## config.mk

```make
export PLATFORM = sky130hd
export DESIGN_NAME = comparador_secuencial
export DESIGN_NICKNAME = d
export VERILOG_FILES = /design/src/rtl/comparador_pkg.sv /design/src/rtl/comparador_slice.sv /design/src/rtl/comparador_secuencial.sv
export SDC_FILE = /design/constraint.sdc
export NUM_CORES = 1
export LEC_CHECK = 0
export CORE_MARGIN = 2
export CORE_UTILIZATION = 40
export DETAILED_ROUTE_END_ITERATION = 10
export PLACE_DENSITY = 0.63
export SLEW_MARGIN = 5
export SYNTH_ARGS = -nofsm -noshare
export SYNTH_HDL_FRONTEND = slang
export SYNTH_HIERARCHICAL = 1
export SYNTH_SLANG_ARGS = --single-unit
```

## constraint.sdc

```tcl
create_clock -name CLK -period 4 [get_ports CLK]
set_clock_uncertainty 0.15 [all_clocks]
set_input_delay 0.8 -clock CLK [delete_from_list [all_inputs] [get_ports CLK]]
set_output_delay 0.8 -clock CLK [all_outputs]
set_load 0.05 [all_outputs]
```

## src/rtl/comparador_pkg.sv

```systemverilog
// comparador_pkg: state encoding, result codes and slice width shared by the sequential comparator.
package comparador_pkg;
  typedef enum logic [1:0] {
    IDLE    = 2'b00,
    COMPARE = 2'b01,
    RESULT  = 2'b10
  } state_t;
  localparam logic [1:0] RES_EQ = 2'b00;
  localparam logic [1:0] RES_GT = 2'b01;
  localparam logic [1:0] RES_LT = 2'b10;
  localparam int SLICE_W = 2;
  function automatic logic [1:0] res_of(input logic gt, input logic lt);
    return gt ? RES_GT : lt ? RES_LT : RES_EQ;
  endfunction
endpackage

```

## src/rtl/comparador_slice.sv

```systemverilog
// comparador_slice: combinational 2-bit unsigned compare; equality is implied when gt and lt are both low.
module comparador_slice (
  input  logic [1:0] a,
  input  logic [1:0] b,
  output logic       gt,
  output logic       lt
);
  assign gt = a > b;
  assign lt = a < b;
endmodule

```

## src/rtl/comparador_secuencial.sv

```systemverilog
// comparador_secuencial: MSB-first magnitude compare, one 2-bit slice per clock, start/ready/done handshake.
// COMPARADOR_EARLY_EXIT_EN stops at the first differing slice; otherwise all slices are always scanned.
module comparador_secuencial
  import comparador_pkg::*;
#(
  parameter int WIDTH = 8
) (
  input  logic             CLK,
  input  logic             RST,
  input  logic             START,
  input  logic [WIDTH-1:0] A_IN,
  input  logic [WIDTH-1:0] B_IN,
  output logic             READY,
  output logic             DONE,
  output logic             GT,
  output logic             EQ,
  output logic             LT
);
  localparam int NSLICE = WIDTH / SLICE_W;
  localparam int IW = NSLICE > 1 ? $clog2(NSLICE) : 1;
  state_t           state_q, state_d;
  logic [IW-1:0]    idx_q, idx_d;
  logic [WIDTH-1:0] a_q, a_d, b_q, b_d;
  logic [1:0]       res_q, res_d;
  logic             valid_q, valid_d;
  logic             sgt, slt, last;
  comparador_slice u_slice (
    .a  (a_q[idx_q*SLICE_W +: SLICE_W]),
    .b  (b_q[idx_q*SLICE_W +: SLICE_W]),
    .gt (sgt),
    .lt (slt)
  );
  assign last = idx_q == '0;
  always_comb begin
    state_d = state_q;
    idx_d   = idx_q;
    a_d     = a_q;
    b_d     = b_q;
    res_d   = res_q;
    valid_d = valid_q;
    case (state_q)
      IDLE: if (START) begin
        a_d     = A_IN;
        b_d     = B_IN;
        idx_d   = IW'(NSLICE - 1);
        res_d   = RES_EQ;
        valid_d = 1'b0;
        state_d = COMPARE;
      end
      COMPARE: begin
`ifdef COMPARADOR_EARLY_EXIT_EN
        res_d = res_of(sgt, slt);
        if (sgt || slt || last) begin
          valid_d = 1'b1;
          state_d = RESULT;
        end else idx_d = idx_q - 1'b1;
`else
        // res_q leaves RES_EQ only once, so the most significant difference sticks
        if (res_q == RES_EQ) res_d = res_of(sgt, slt);
        if (last) begin
          valid_d = 1'b1;
          state_d = RESULT;
        end else idx_d = idx_q - 1'b1;
`endif
      end
      RESULT: state_d = IDLE;
      default: state_d = IDLE;
    endcase
  end
  always_ff @(posedge CLK) begin
    if (RST) begin
      state_q <= IDLE;
      idx_q   <= IW'(NSLICE - 1);
      a_q     <= '0;
      b_q     <= '0;
      res_q   <= RES_EQ;
      valid_q <= 1'b0;
    end else begin
      state_q <= state_d;
      idx_q   <= idx_d;
      a_q     <= a_d;
      b_q     <= b_d;
      res_q   <= res_d;
      valid_q <= valid_d;
    end
  end
  assign READY = state_q == IDLE;
  assign DONE  = state_q == RESULT;
  assign GT    = valid_q && res_q == RES_GT;
  assign EQ    = valid_q && res_q == RES_EQ;
  assign LT    = valid_q && res_q == RES_LT;
endmodule

```

==> results of run 1 <==
==> worst register-to-register path, delay by kind of cell, from the launching register on <==
kind	cells	cell delay [ns]
AO/OA/AOI/OAI	2	0.34
adder cells (fa/ha/maj)	1	0.33
flip-flops	1	0.54
multiplexers	1	0.56
AND/OR/NAND/NOR	3	0.26
==> Yosys cell counts <==
cell type	count
nand2_1	34
dfxtp_1	23
buf_6	2
buf_4	1
mux4_2	4
nor2b_4	1
a21oi_1	17
nor2_1	9
or3b_1	1
inv_1	6
clkbuf_1	4
a32oi_1	3
a31oi_1	1
nor4_1	1
a2bb2oi_2	1
nor2b_1	1
and2b_1	1
nor3b_1	3
and3_1	1
ha_1	3
nor3b_2	1
==> routing by layer <==
metal	vias to the layer above	GRT usage (%)	wire length [um]
li1	439	-	-
met1	386	17.43	876
met2	18	28.37	1024
met3	7	6.011	83
met4	0	8.750	51
met5	-	0	0
==> cell families (layout without fill, tap and decap cells) <==
family / count (synthesis) / count (layout)
AOI/OAI and AO/OA: 22 / 22
and+or+nand+nor: 53 / 53
DFF: 23 / 23
buffers and inverters: 13 / 33
muxes: 4 / 4
adders and majority gates: 3 / 3
==> flip-flops by register name, indices dropped and copies added, names as in the netlist <==
| register | flops |
|---|---|
| a_q | 8 |
| b_q | 8 |
| idx_q | 2 |
| res_q | 2 |
| state_q | 2 |
| valid_q | 1 |
==> area by class of cell <==
class                           instances  area [um2]  area share, %
Multi-Input combinational cell         82       505.5          39.38
Sequential cell                        23       460.4          35.87
Timing Repair Buffer                   23       230.2          17.93
Tap cell                               30       37.54          2.924
Clock buffer                            3       22.52          1.754
Inverter                                6       22.52          1.754
Clock inverter                          1       5.005         0.3899
==> per-stage QoR <==
stage | worst slack (ns) | std cells | hold slack, ns | instance area, um2 | power, uW
5_1_grt | 1.162 | 168 | 0.3289 | 1284 | 471.1
3_3_place_gp | 1.371 | 164 | 0.2925 | 1256 | 339.1
2_1_floorplan | 1.517 | 118 | 0.2771 | 1033 | 314.6
6_report | 1.275 | 168 | 0.3120 | 1284 | 443.4
3_5_place_dp | 1.349 | 164 | 0.2986 | 1256 | 342.1
4_1_cts | 1.256 | 168 | 0.3167 | 1284 | 450.6
==> where the power goes <==
part	internal [uW]	leakage (uW)	total (uW)	switching, uW
combinational	44.7	0.000301	83.1	38.4
sequential	243	0.000188	253	10.5
clock	37.4	0.0000177	107	69.9
==> how the worst max path moves through the flow <==
stage	start	end	slack [ns]	cells past startpoint
4_1_cts	res_q[1]	LT	1.26	3
2_1_floorplan	res_q[1]	LT	1.52	2
3_3_place_gp	START	idx_q[1]	1.37	4
5_1_grt	res_q[1]	LT	1.16	3
3_5_place_dp	START	idx_q[1]	1.35	4
6_report	res_q[1]	LT	1.27	3
==> flow_summary.json, run 1 <==
{
  "setup_viol": 0,
  "r2r-start": "idx_q[0]",
  "clk_latency_ns": 0.31,
  "postRouteAntennaNets": 0,
  "p_leak_uw": 0.0005077,
  "drive_above_1_share_pct": 7.971,
  "postCtsHoldBufs": 0,
  "maxCapViolations": 0,
  "whs_path_depth": 2,
  "fillerInstances": 249,
  "vias": 850,
  "synth_cell_types": 21,
  "powerDensity_mw_per_mm2": 345.4,
  "avgSynthCellArea_um2": 8.758,
  "final_util_pct": 52.29,
  "clock_path_buffers": 2,
  "slew_headroom_pct": 31.21,
  "wl_per_cell_um": 12.12,
  "grt_pass1_wl_mm": 3.360,
  "r2r_cells": 7,
  "synth_simple_gate_area_share_pct": 23.73,
  "status": "finished, final reports clean",
  "synth_top_family_by_area": "simple AND/OR/NAND/NOR gates",
  "fin_tns_setup_ns": 0,
  "cp_slowest_stage_delay_ns": 0.83,
  "initial_core_util_pct": 42.10,
  "htreeDepth": 1,
  "syn_nets": 140,
  "grt_max_degree": 25,
  "timing.fmax_ghz": 0.3669,
  "syn_area_mm2": 0.001033,
  "synthMuxAreaShare_pct": 8.717,
  "syn_inst": 118,
  "die_x_um": 54.83,
  "place_hpwl_mm": 1.455,
  "synth-xor-area-share_pct": 0,
  "drt_iter0_drc": 15,
  "gp_congestion": 0.6985,
  "core_mm2": 0.002455,
  "ys_ff_latch": 23,
  "final_common_cell": "nand2_1",
  "seq_area_frac_synth_pct": 44.55,
  "yosys-top-cells-area": "dfxtp_1 (45%), nand2_1 (12%), mux4_2 (8.7%), a21oi_1 (8.2%), ha_1 (3.6%)",
  "clkSlewWorstSetupHoldPaths_ns": 0.13,
  "grt_pass1_vias": 811,
  "route.detailed.drc": 0,
  "final_cell_mix": "nand2_1 (34), dfxtp_1 (23), clkdlybuf4s50_1 (23)",
  "antenna_found_initial": 0,
  "io-pin-count": 24,
  "finalCritPeriodShare_pct": 68.13,
  "whs_endpoint": "b_q[1]",
  "yosysWarnings": 6,
  "peakVddDrop_uv": 245.4,
  "required_ns": 3.05,
  "synth_fa_ha_area_share_pct": 3.632,
  "cp-end-kind": "primary output",
  "path_buf_inv": 2,
  "yosysTopAreaCell": "dfxtp_1",
  "die-area_mm2": 0.003006,
  "via_per_inst": 5.060,
  "numCtsBuffers": 3,
  "post_cts_resized": 0,
  "cts_tree": "done",
  "hold_viol": 0,
  "clock-root-buffer": "clkbuf_4",
  "grt_util_all_layers_pct": 16.52,
  "dr.pass1.iters": 4,
  "reg2reg_to": "res_q[1]",
  "wl_mm": 2.036,
  "critPathLaunchType": "flop",
  "io_buffers": 23,
  "hp-start": "b_q[1]",
  "cpMaxStageDelayCell": "clkdlybuf4s50_1",
  "die_y_um": 54.83,
  "tightest_slew_ns": 1.027,
  "post-route-min-period_ns": 2.725,
  "final_net_count": 161,
  "hold_path.class": "reg -> reg",
  "grt-ovfl-total": 0,
  "rsz0062_at_grt": "no",
  "crit_family": "buffers and inverters",
  "clock-sinks": 23,
  "postCtsSetupBuffers": 0,
  "rrSetupSlack_ns": 1.67,
  "critPathArrivalTime_ns": 1.78,
  "area_growth_pct": 24.21,
  "antennaDiodeCount": 0,
  "rows": 18,
  "crit_fanout": 3,
  "critPathKind": "reg -> out",
  "synth_compound_area_share_pct": 12.83,
  "cp_cell_sequence": "inv_1 -> nor3b_1 -> clkdlybuf4s50_1",
  "synth.top_cell.area_share_pct": 44.55,
  "report.final.slew_viol_count": 0
}
Power figures use the tool's default switching activity.
==> run 2, diff against run 1 <==
--- a/config.mk
+++ b/config.mk
@@ -8,7 +8,7 @@
 export CORE_MARGIN = 2
 export CORE_UTILIZATION = 40
 export DETAILED_ROUTE_END_ITERATION = 10
-export PLACE_DENSITY = 0.63
+export PLACE_DENSITY = 0.66
 export SLEW_MARGIN = 5
 export SYNTH_ARGS = -nofsm -noshare
 export SYNTH_HDL_FRONTEND = slang
==> constraint.sdc (replaced) <==
create_clock -name CLK -period 2.27 [get_ports CLK]
set_clock_uncertainty 0.15 [all_clocks]
set_input_delay 0.454 -clock CLK [delete_from_list [all_inputs] [get_ports CLK]]
set_output_delay 0.454 -clock CLK [all_outputs]
set_load 0.05 [all_outputs]
==> flow_summary.json, run 2 (synthesized netlist as in run 1, its figures left out) <==
{
  "area_growth_pct": 26.39,
  "swShare_pct": 27.00,
  "initial_core_util_pct": 42.10,
  "critPathLaunchType": "flop",
  "postRouteAntennaNets": 0,
  "fin_cells": 172,
  "die_y_um": 54.83,
  "antennaDiodeCount": 0,
  "place_hpwl_mm": 1.534,
  "tightest_slew_ns": 0.5995,
  "hold_viol": 0,
  "hp-start": "b_q[1]",
  "die-area_mm2": 0.003006,
  "sequentialPowerShare_pct": 56.0,
  "rows": 18,
  "largest_registers": "a_q: 8 flops, b_q: 8 flops",
  "cts_tree": "done",
  "r2r-start": "idx_q[1]",
  "grt_pass1_vias": 801,
  "fin_tns_setup_ns": 0,
  "p_leak_uw": 0.0005396,
  "busiest_layer": "met2",
  "postCtsSetupBuffers": 0,
  "seqCellArea_um2": 460.4,
  "clock-root-buffer": "clkbuf_4",
  "powerDensity_mw_per_mm2": 605.4,
  "p_total_uw": 790.8,
  "clkSlewWorstSetupHoldPaths_ns": 0.13,
  "multiInputGateArea_um2": 505.5,
  "io-pin-count": 24,
  "via_per_inst": 4.988,
  "drt_iter0_drc": 4,
  "power_switching_uw": 213.6,
  "final_common_cell": "nand2_1",
  "crit_fanout": 6,
  "post-route-min-period_ns": 2.110,
  "antenna_found_initial": 0,
  "p_comb_share_pct": 19.5,
  "report.final.slew_viol_count": 0,
  "rsz0062_at_grt": "no",
  "critPathArrivalTime_ns": 2.18,
  "cp-end-kind": "flop",
  "grt_max_degree": 20,
  "internal-power_uw": 577.3,
  "grt_util_all_layers_pct": 15.83,
  "met1_usage_pct": 17.23,
  "timing.fmax_ghz": 0.4740,
  "drive_above_1_share_pct": 13.38,
  "gp_congestion": 0.7400,
  "dr.pass1.iters": 4,
  "slew_headroom_pct": 60.03,
  "finalCritPeriodShare_pct": 92.94,
  "hold_ws_ns": 0.3131,
  "final_net_count": 165,
  "fillerInstances": 248,
  "clkPwrFrac_pct": 24.4,
  "die_x_um": 54.83,
  "grt-ovfl-total": 0,
  "worstSetupStartpoint": "idx_q[1]",
  "io_buffers": 23,
  "vias": 858,
  "route.detailed.drc": 0,
  "core_mm2": 0.002455,
  "met2_usage_pct": 29.37,
  "final_cell_mix": "nand2_1 (34), dfxtp_1 (23), clkdlybuf4s50_1 (18)",
  "required_ns": 2.34,
  "grt_pass1_wl_mm": 3.325,
  "grtUsageMet3_pct": 2.459,
  "clock_path_buffers": 2,
  "clk_latency_ns": 0.32,
  "peakVddDrop_uv": 365.3,
  "maxCapViolations": 0,
  "htreeDepth": 1,
  "hold_path.class": "reg -> reg",
  "wl_mm": 1.972,
  "final_util_pct": 53.21,
  "clock-sinks": 23,
  "numCtsBuffers": 3,
  "critPathKind": "reg -> reg",
  "status": "finished, final reports clean",
  "dpl.cell_count": 168,
  "setup_viol": 0,
  "wl_per_cell_um": 11.47
}
[run 2: cell count changes in the layout (fill, tap and decap cells not counted), sizes merged]
| cell | delta |
|---|---|
| buf | +8 |
| clkdlybuf4s50 | -5 |
| dlymetal6s2s | +1 |
[run 2: metal layers]
| layer | routed length (um) | vias up | part of all wire, % |
|---|---|---|---|
| met1 | 854 | 393 | 43 |
| li1 | - | 447 | - |
| met4 | 31 | 0 | 1.6 |
| met2 | 1010 | 14 | 51 |
| met3 | 74 | 4 | 3.8 |
| met5 | 0 | - | 0 |
[run 2: stage by stage]
| stage | setup slack [ns] | cell area, um2 |
|---|---|---|
| 3_3_place_gp | 0.1768 | 1276 |
| 3_5_place_dp | 0.1348 | 1276 |
| 5_1_grt | 0.03574 | 1306 |
| 4_1_cts | 0.03941 | 1304 |
| 6_report | 0.1604 | 1306 |
| 2_1_floorplan | 0.05296 | 1033 |
[run 2: timing repair]
action / CTS / global route
endpoints found under the setup margin: 0 / 1
gates resized for setup: 0 / 1
hold buffers: 0 / 0
[run 2: cell type report]
class | instances | area share [%]
Timing Repair Buffer | 27 | 19.35
Clock inverter | 1 | 0.3831
Sequential cell | 23 | 35.25
Multi-Input combinational cell | 82 | 38.70
Tap cell | 30 | 2.874
Clock buffer | 3 | 1.724
Inverter | 6 | 1.724
[run 2: path summary, 6_finish.rpt]
check	to	cells after the start	slack, ns
setup / recovery	res_q[1]	8	0.16
hold / removal	b_q[1]	2	0.31
setup reg to reg	res_q[1]	8	0.16
hold reg to reg	b_q[1]	2	0.31
[run 2: worst max-delay path: stages (launching register included)]
cell and delay, ns:
dfxtp_1 0.50, mux4_2 0.53, inv_1 0.07, ha_1 0.15
nor2b_4 0.16, a2bb2oi_2 0.17, nor2_1 0.05, a32oi_1 0.18
nor2_1 0.05
[run 2: power by group through the flow]
stage / clock (uW) / combinational, uW / sequential (uW)
2_1_floorplan: 0 / 109 / 446
3_3_place_gp: 0 / 151 / 452
4_1_cts: 199 / 156 / 444
3_5_place_dp: 0 / 155 / 453
5_1_grt: 216 / 171 / 447
6_report: 193 / 154 / 443
